==> config.mk <==
export PLATFORM = sky130hd
export DESIGN_NAME = dcache_wbuf
export DESIGN_NICKNAME = d
export VERILOG_FILES = /design/src/rtl/dcache_wbuf.sv
export SDC_FILE = /design/constraint.sdc
export NUM_CORES = 1
export LEC_CHECK = 0
export ABC_AREA = 0
export BUFFER_PORTS_ARGS = -buffer_cell sky130_fd_sc_hd__clkbuf_2
export CORE_AREA = 2 2 259 261
export DETAILED_ROUTE_END_ITERATION = 7
export DIE_AREA = 0 0 261 263
export SLEW_MARGIN = 40
export SYNTH_ARGS = -nofsm -noshare
export SYNTH_HDL_FRONTEND = slang
export SYNTH_SLANG_ARGS = --single-unit
==> constraint.sdc <==
create_clock -name clk -period 3.5 [get_ports clk]
set_input_delay 0.525 -clock clk [delete_from_list [all_inputs] [get_ports clk]]
set_output_delay 0.525 -clock clk [all_outputs]
set_load 0.02 [all_outputs]
==> src/rtl/dcache_wbuf.sv <==
// Write buffer between the data cache and the memory bridge: stores drain in order, line refills
// wait until the buffer is empty. Define DCACHE_WBUF_MERGE_EN to merge stores into the tail entry.
module dcache_wbuf #(
    parameter int unsigned depth        = 4,
    parameter int unsigned offset_width = 2,
    localparam int unsigned LW          = 32 * (2 << offset_width)
) (
    input  logic          clk,
    input  logic          rstn,
    input  logic          dcache_wbuf_req,
    input  logic          dcache_wbuf_wr,
    input  logic [31:0]   dcache_wbuf_addr,
    input  logic [31:0]   dcache_wbuf_data,
    input  logic [1:0]    dcache_wbuf_size,
    input  logic [3:0]    dcache_wbuf_wstrb,
    output logic          wbuf_dcache_addrOK,
    output logic          wbuf_dcache_dataOK,
    output logic [LW-1:0] wbuf_dcache_rdata,
    output logic          wbuf_mem_req,
    output logic          wbuf_mem_wr,
    output logic [31:0]   wbuf_mem_addr,
    output logic [31:0]   wbuf_mem_data,
    output logic [1:0]    wbuf_mem_size,
    output logic [3:0]    wbuf_mem_wstrb,
    input  logic          mem_wbuf_addrOK,
    input  logic          mem_wbuf_dataOK,
    input  logic [LW-1:0] mem_wbuf_rdata,
    output logic          wbuf_empty
);
    localparam int unsigned AW = $clog2(depth);
    localparam int unsigned PW = AW + 1;

    typedef struct packed {
        logic [31:0] addr;
        logic [31:0] data;
        logic [1:0]  size;
        logic [3:0]  wstrb;
    } entry_t;

    typedef enum logic [2:0] {
        StIdle,
        StWrAddr,
        StWrData,
        StRdAddr,
        StRdData,
        StRdResp
    } state_e;

    state_e        r_state;
    entry_t        r_fifo [depth];
    logic [PW-1:0] r_wr_ptr;
    logic [PW-1:0] r_rd_ptr;
    logic [31:0]   r_rd_addr;
    logic [LW-1:0] r_rdata;
    logic          r_wr_ack;

    logic [PW-1:0] w_count;
    logic          w_full;
    logic          w_empty;
    logic          w_rd_busy;
    logic          w_merge;
    logic          w_wr_accept;
    logic          w_rd_accept;
    logic          w_push;
    logic          w_pop;
    entry_t        w_head;

    assign w_count   = r_wr_ptr - r_rd_ptr;
    assign w_full    = (w_count == PW'(depth));
    assign w_empty   = (w_count == '0);
    assign w_rd_busy = (r_state inside {StRdAddr, StRdData, StRdResp});
    assign w_head    = r_fifo[r_rd_ptr[AW-1:0]];

`ifdef DCACHE_WBUF_MERGE_EN
    logic [AW-1:0] w_tail_idx;
    entry_t        w_tail;
    entry_t        w_merged;

    assign w_tail_idx = r_wr_ptr[AW-1:0] - AW'(1);
    assign w_tail     = r_fifo[w_tail_idx];
    // A lone entry that is already on the memory bus must not change under the bridge.
    assign w_merge    = !w_empty && (w_tail.addr[31:2] == dcache_wbuf_addr[31:2]) &&
                        !((w_count == PW'(1)) && (r_state inside {StWrAddr, StWrData}));

    always_comb begin
        w_merged       = w_tail;
        w_merged.size  = 2'd2;
        w_merged.wstrb = w_tail.wstrb | dcache_wbuf_wstrb;
        w_merged.data  = {dcache_wbuf_wstrb[3] ? dcache_wbuf_data[31:24] : w_tail.data[31:24],
                          dcache_wbuf_wstrb[2] ? dcache_wbuf_data[23:16] : w_tail.data[23:16],
                          dcache_wbuf_wstrb[1] ? dcache_wbuf_data[15:8]  : w_tail.data[15:8],
                          dcache_wbuf_wstrb[0] ? dcache_wbuf_data[7:0]   : w_tail.data[7:0]};
    end
`else
    assign w_merge = 1'b0;
`endif

    assign w_wr_accept = dcache_wbuf_req && dcache_wbuf_wr && !w_rd_busy && (!w_full || w_merge);
    assign w_rd_accept = dcache_wbuf_req && !dcache_wbuf_wr && w_empty && (r_state == StIdle);
    assign w_push      = w_wr_accept && !w_merge;
    assign w_pop       = (r_state == StWrData) && mem_wbuf_dataOK;

    // Gated by rstn so the handshake is quiet while reset is held.
    assign wbuf_dcache_addrOK = rstn && (w_wr_accept || w_rd_accept);
    assign wbuf_dcache_dataOK = r_wr_ack || (r_state == StRdResp);
    assign wbuf_dcache_rdata  = r_rdata;
    assign wbuf_empty         = w_empty && (r_state == StIdle);

    always_ff @(posedge clk or negedge rstn) begin
        if (!rstn) begin
            r_fifo   <= '{default: '0};
            r_wr_ptr <= '0;
            r_rd_ptr <= '0;
            r_wr_ack <= 1'b0;
        end else begin
            r_wr_ack <= w_wr_accept;
            if (w_push) begin
                r_fifo[r_wr_ptr[AW-1:0]] <= {dcache_wbuf_addr, dcache_wbuf_data,
                                             dcache_wbuf_size, dcache_wbuf_wstrb};
                r_wr_ptr <= r_wr_ptr + PW'(1);
            end
`ifdef DCACHE_WBUF_MERGE_EN
            else if (w_wr_accept && w_merge) begin
                r_fifo[w_tail_idx] <= w_merged;
            end
`endif
            if (w_pop) begin
                r_rd_ptr <= r_rd_ptr + PW'(1);
            end
        end
    end

    always_ff @(posedge clk or negedge rstn) begin
        if (!rstn) begin
            r_state   <= StIdle;
            r_rd_addr <= '0;
            r_rdata   <= '0;
        end else begin
            case (r_state)
                StIdle: begin
                    if (!w_empty) begin
                        r_state <= StWrAddr;
                    end else if (w_rd_accept) begin
                        r_state   <= StRdAddr;
                        r_rd_addr <= dcache_wbuf_addr;
                    end
                end
                StWrAddr: if (mem_wbuf_addrOK) r_state <= StWrData;
                StWrData: begin
                    // Something remains if more than the head was queued or a store lands now.
                    if (mem_wbuf_dataOK) begin
                        r_state <= ((w_count != PW'(1)) || w_push) ? StWrAddr : StIdle;
                    end
                end
                StRdAddr: if (mem_wbuf_addrOK) r_state <= StRdData;
                StRdData: begin
                    if (mem_wbuf_dataOK) begin
                        r_rdata <= mem_wbuf_rdata;
                        r_state <= StRdResp;
                    end
                end
                StRdResp: r_state <= StIdle;
                default:  r_state <= StIdle;
            endcase
        end
    end

    always_comb begin
        wbuf_mem_req   = 1'b0;
        wbuf_mem_wr    = 1'b0;
        wbuf_mem_addr  = '0;
        wbuf_mem_data  = '0;
        wbuf_mem_size  = '0;
        wbuf_mem_wstrb = '0;
        case (r_state)
            StWrAddr, StWrData: begin
                wbuf_mem_req   = (r_state == StWrAddr);
                wbuf_mem_wr    = 1'b1;
                wbuf_mem_addr  = w_head.addr;
                wbuf_mem_data  = w_head.data;
                wbuf_mem_size  = w_head.size;
                wbuf_mem_wstrb = w_head.wstrb;
            end
            StRdAddr, StRdData: begin
                wbuf_mem_req  = (r_state == StRdAddr);
                wbuf_mem_addr = r_rd_addr;
                wbuf_mem_size = 2'd2;
            end
            default: ;
        endcase
    end

endmodule

==> run metrics <==
area leader, netlist=dfrtp_1; syn_nets=roughly 1,800; status=finished, final reports clean; Fmax achieved=~290 MHz; RD Place Congestion=~0.90; vias per inst=5.062; minimum clock period=3.397 ns; Clock Latency Late Sink=~0.6 ns; Post-Synth Adder-Cell Area=0.004003; pwr dens=around 1100 mW/mm²; H-tree levels=3; R2R setup slack=approximately 0.39 ns; simple-gate share of the synthesized area=0.01643; Row Count=94; Tot Pwr=0.03336 W; Tcrit/Tclk final=0.9704; CP Max Fanout=4; final core utilization=0.4693; hold crit path type=in -> reg; Synth Flop Type=dfrtp_1; wire per inst=about 25 µm; synthesized area per cell=about 17 µm²; most common cell after layout, fill and taps aside=clkbuf_2; post-synth top area share=0.6089; Final HPWL DP=around 56,000 µm; Setup Crit Path Kind=reg -> out; Synth Area in XOR/XNOR=0.002844; post-synthesis compound-gate area fraction=0.01701; most frequent cells in the layout=clkbuf_2, dfrtp_1, mux2_2; top cells by area, synth=dfrtp_1, mux2_2, mux4_2; number of global-route vias before repair=16,370; Ys Warns=0; Inserted Clock Buffers=67; Final Max Tran Viols=0; Sw Share=0.3715; MaxCap Viol Count=0; largest net degree at the start of global routing=135; Post-route DRC=0; first-pass GRT wire length=approximately 110,000 µm; clock net sink count=approximately 580; Worst-path clk slew=about 0.060 ns; DRT antenna net count=0; synthesized area=0.02375 mm²; Nets=roughly 2,500; die area=~0.069 mm²; total track usage=0.2201; Initial DRC Count=783; Routed WL=75,650 µm; DR pass1 iterations=4; root cell of the clock tree=clkbuf_16; I/O Buffers=approximately 660; Area Overhead vs Synth=29.66%; Overflow after GRT=0; non-filler cells, final=slightly above 3,000; number of flops mapped to enable cells by yosys=0; multi-input logic area=roughly 0.0090 mm²; DP Cell Count=2,902; number of library cell types mapped by synthesis=34; Seq/Total Area, Yosys=0.6089; Worst Setup Start Kind=register; core area=roughly 0.066 mm²; Psw=0.01239 W; CTS tree=yes; register area=roughly 0.014 mm²; Synth Instances=1,436; Worst Skew=between 0.02 and 0.03 ns; Longest Clk Path Bufs=3; required time of the critical path=roughly 3.0 ns; P_int=about 0.021 W; io pins=663; VDD IR max=723.5 µV; relative slew slack=0.5124; Final Hold Fails=0; asr flop ratio synth=1.000; Gate power share=0.426; Initial Util=0.3619; Clk network pwr share=0.225; initial antenna violation count=23; Worst Path Arrival=roughly 2.9 ns; LEAKAGE=14.73 nW; die span in x=between 200 and 300 µm; largest family of logic cells by synthesized area=multiplexers; Slew @ Worst Pin=~0.73 ns; Worst setup EP type=output port; #FFs+latches synth=a little under 600; layout cells sized above 1=0.6708; die height=about 260 µm; Sequential Power Share=0.350; Setup violations, final=0; setup tns final=0 ns; vias post-DR=15,360; # fillers=between 5,000 and 6,000; mux cell area share after synthesis=0.3361
worst paths after layout:
| path | start | to | depth (start not counted) |
|---|---|---|---|
| max | r_wr_ptr[0] | wbuf_dcache_addrOK | 8 |
| min | mem_wbuf_rdata[88] | wbuf_dcache_rdata[88] | 2 |
| max reg2reg | r_wr_ptr[0] | r_fifo[79] | 10 |
| min reg2reg | r_rd_ptr[2] | r_rd_ptr[2] | 1 |
| max in group asynchronous | rstn | wbuf_dcache_rdata[44] | 4 |
| min in group asynchronous | rstn | r_rd_addr[23] | 3 |
cell type report:
type / instances / share of cell area
repair buffers: 700 / 0.1247
flip-flops and latches: 578 / 0.4699
inverters: 4 / 0.0004875
multi-input cells: 765 / 0.2925
clock inverters: 21 / 0.01312
diodes: 4 / 0.0003250
well taps: 864 / 0.03510
clock buffers: 98 / 0.06382
per-layer routing:
metal | track usage | wire (µm) | vias up | share of wire
met5 | 0 | 232 | - | 0.0031
met4 | 0.06296 | 1833 | 36 | 0.024
li1 | - | - | 6634 | -
met3 | 0.07163 | 6009 | 138 | 0.079
met1 | 0.2879 | 31860 | 8051 | 0.42
met2 | 0.3496 | 35720 | 498 | 0.47
synth_stat cells (all sizes together) (2+ instances only):
cell    instances
a21o            2
a21oi           3
a22o           32
and2           38
buf            30
clkbuf         59
dfrtp         578
ha              6
inv             4
mux2          569
mux4           70
nand2          11
nand2b          4
nor2            2
nor3            2
nor3b           2
o22a            2
o22ai           3
xnor2           4
state kept, by name, summed over array words and instances, names as in the netlist:
name               flops
r_rd_ptr               3
wbuf_dcache_rdata    256
r_rd_addr             32
r_wr_ptr               3
r_state                3
r_fifo               280
r_wr_ack               1
power by group through the flow:
stage               Combinational (W)  Clock (W)  Sequential [W]
floorplan                     0.00750          0          0.0130
finish                         0.0142    0.00749          0.0117
detailed placement             0.0143          0          0.0117
global route                   0.0150    0.00798          0.0121
global placement               0.0141          0          0.0116
CTS                            0.0143    0.00768          0.0117
worst max-delay path, stage by stage (launching register included):
cell and delay (ns):
dfrtp_1 0.40, inv_2 0.09, ha_1 0.21, fa_1 0.46, and2_1 0.23, a2111oi_4 0.40, buf_6 0.15, o21a_1 0.16
buf_2 0.18
cell families (layout without fill, tap and decap cells):
group,after synthesis,in the layout
adders and majority gates,7,7
and+or+nand+nor,66,66
xor gates and xnor gates,6,6
other,0,4
muxes,639,639
buffers and inverters,93,823
AOI/OAI and AO/OA,47,47
DFF,578,578
metrics by stage:
stage,instance area [µm²],hold slack [ns],setup slack [ns]
floorplan,23750,0.2294,0.4696
global placement,28300,0.4294,0.4348
detailed placement,28300,0.4306,0.3558
CTS,30710,0.02437,-0.06266
global route,30790,0.1197,-0.01557
finish,30800,0.1473,0.1035
what timing repair did:
| action | 4_1_cts | 5_1_grt |
|---|---|---|
| pin swaps | 1 | 1 |
| resized for setup | 3 | 3 |
| endpoints found under the setup margin | 29 | 2 |
| endpoints found under the hold margin | 28 | 1 |
| buffers inserted | 1 | 4 |
| hold buffers | 2 | 1 |
Power figures use the tool's default switching activity.
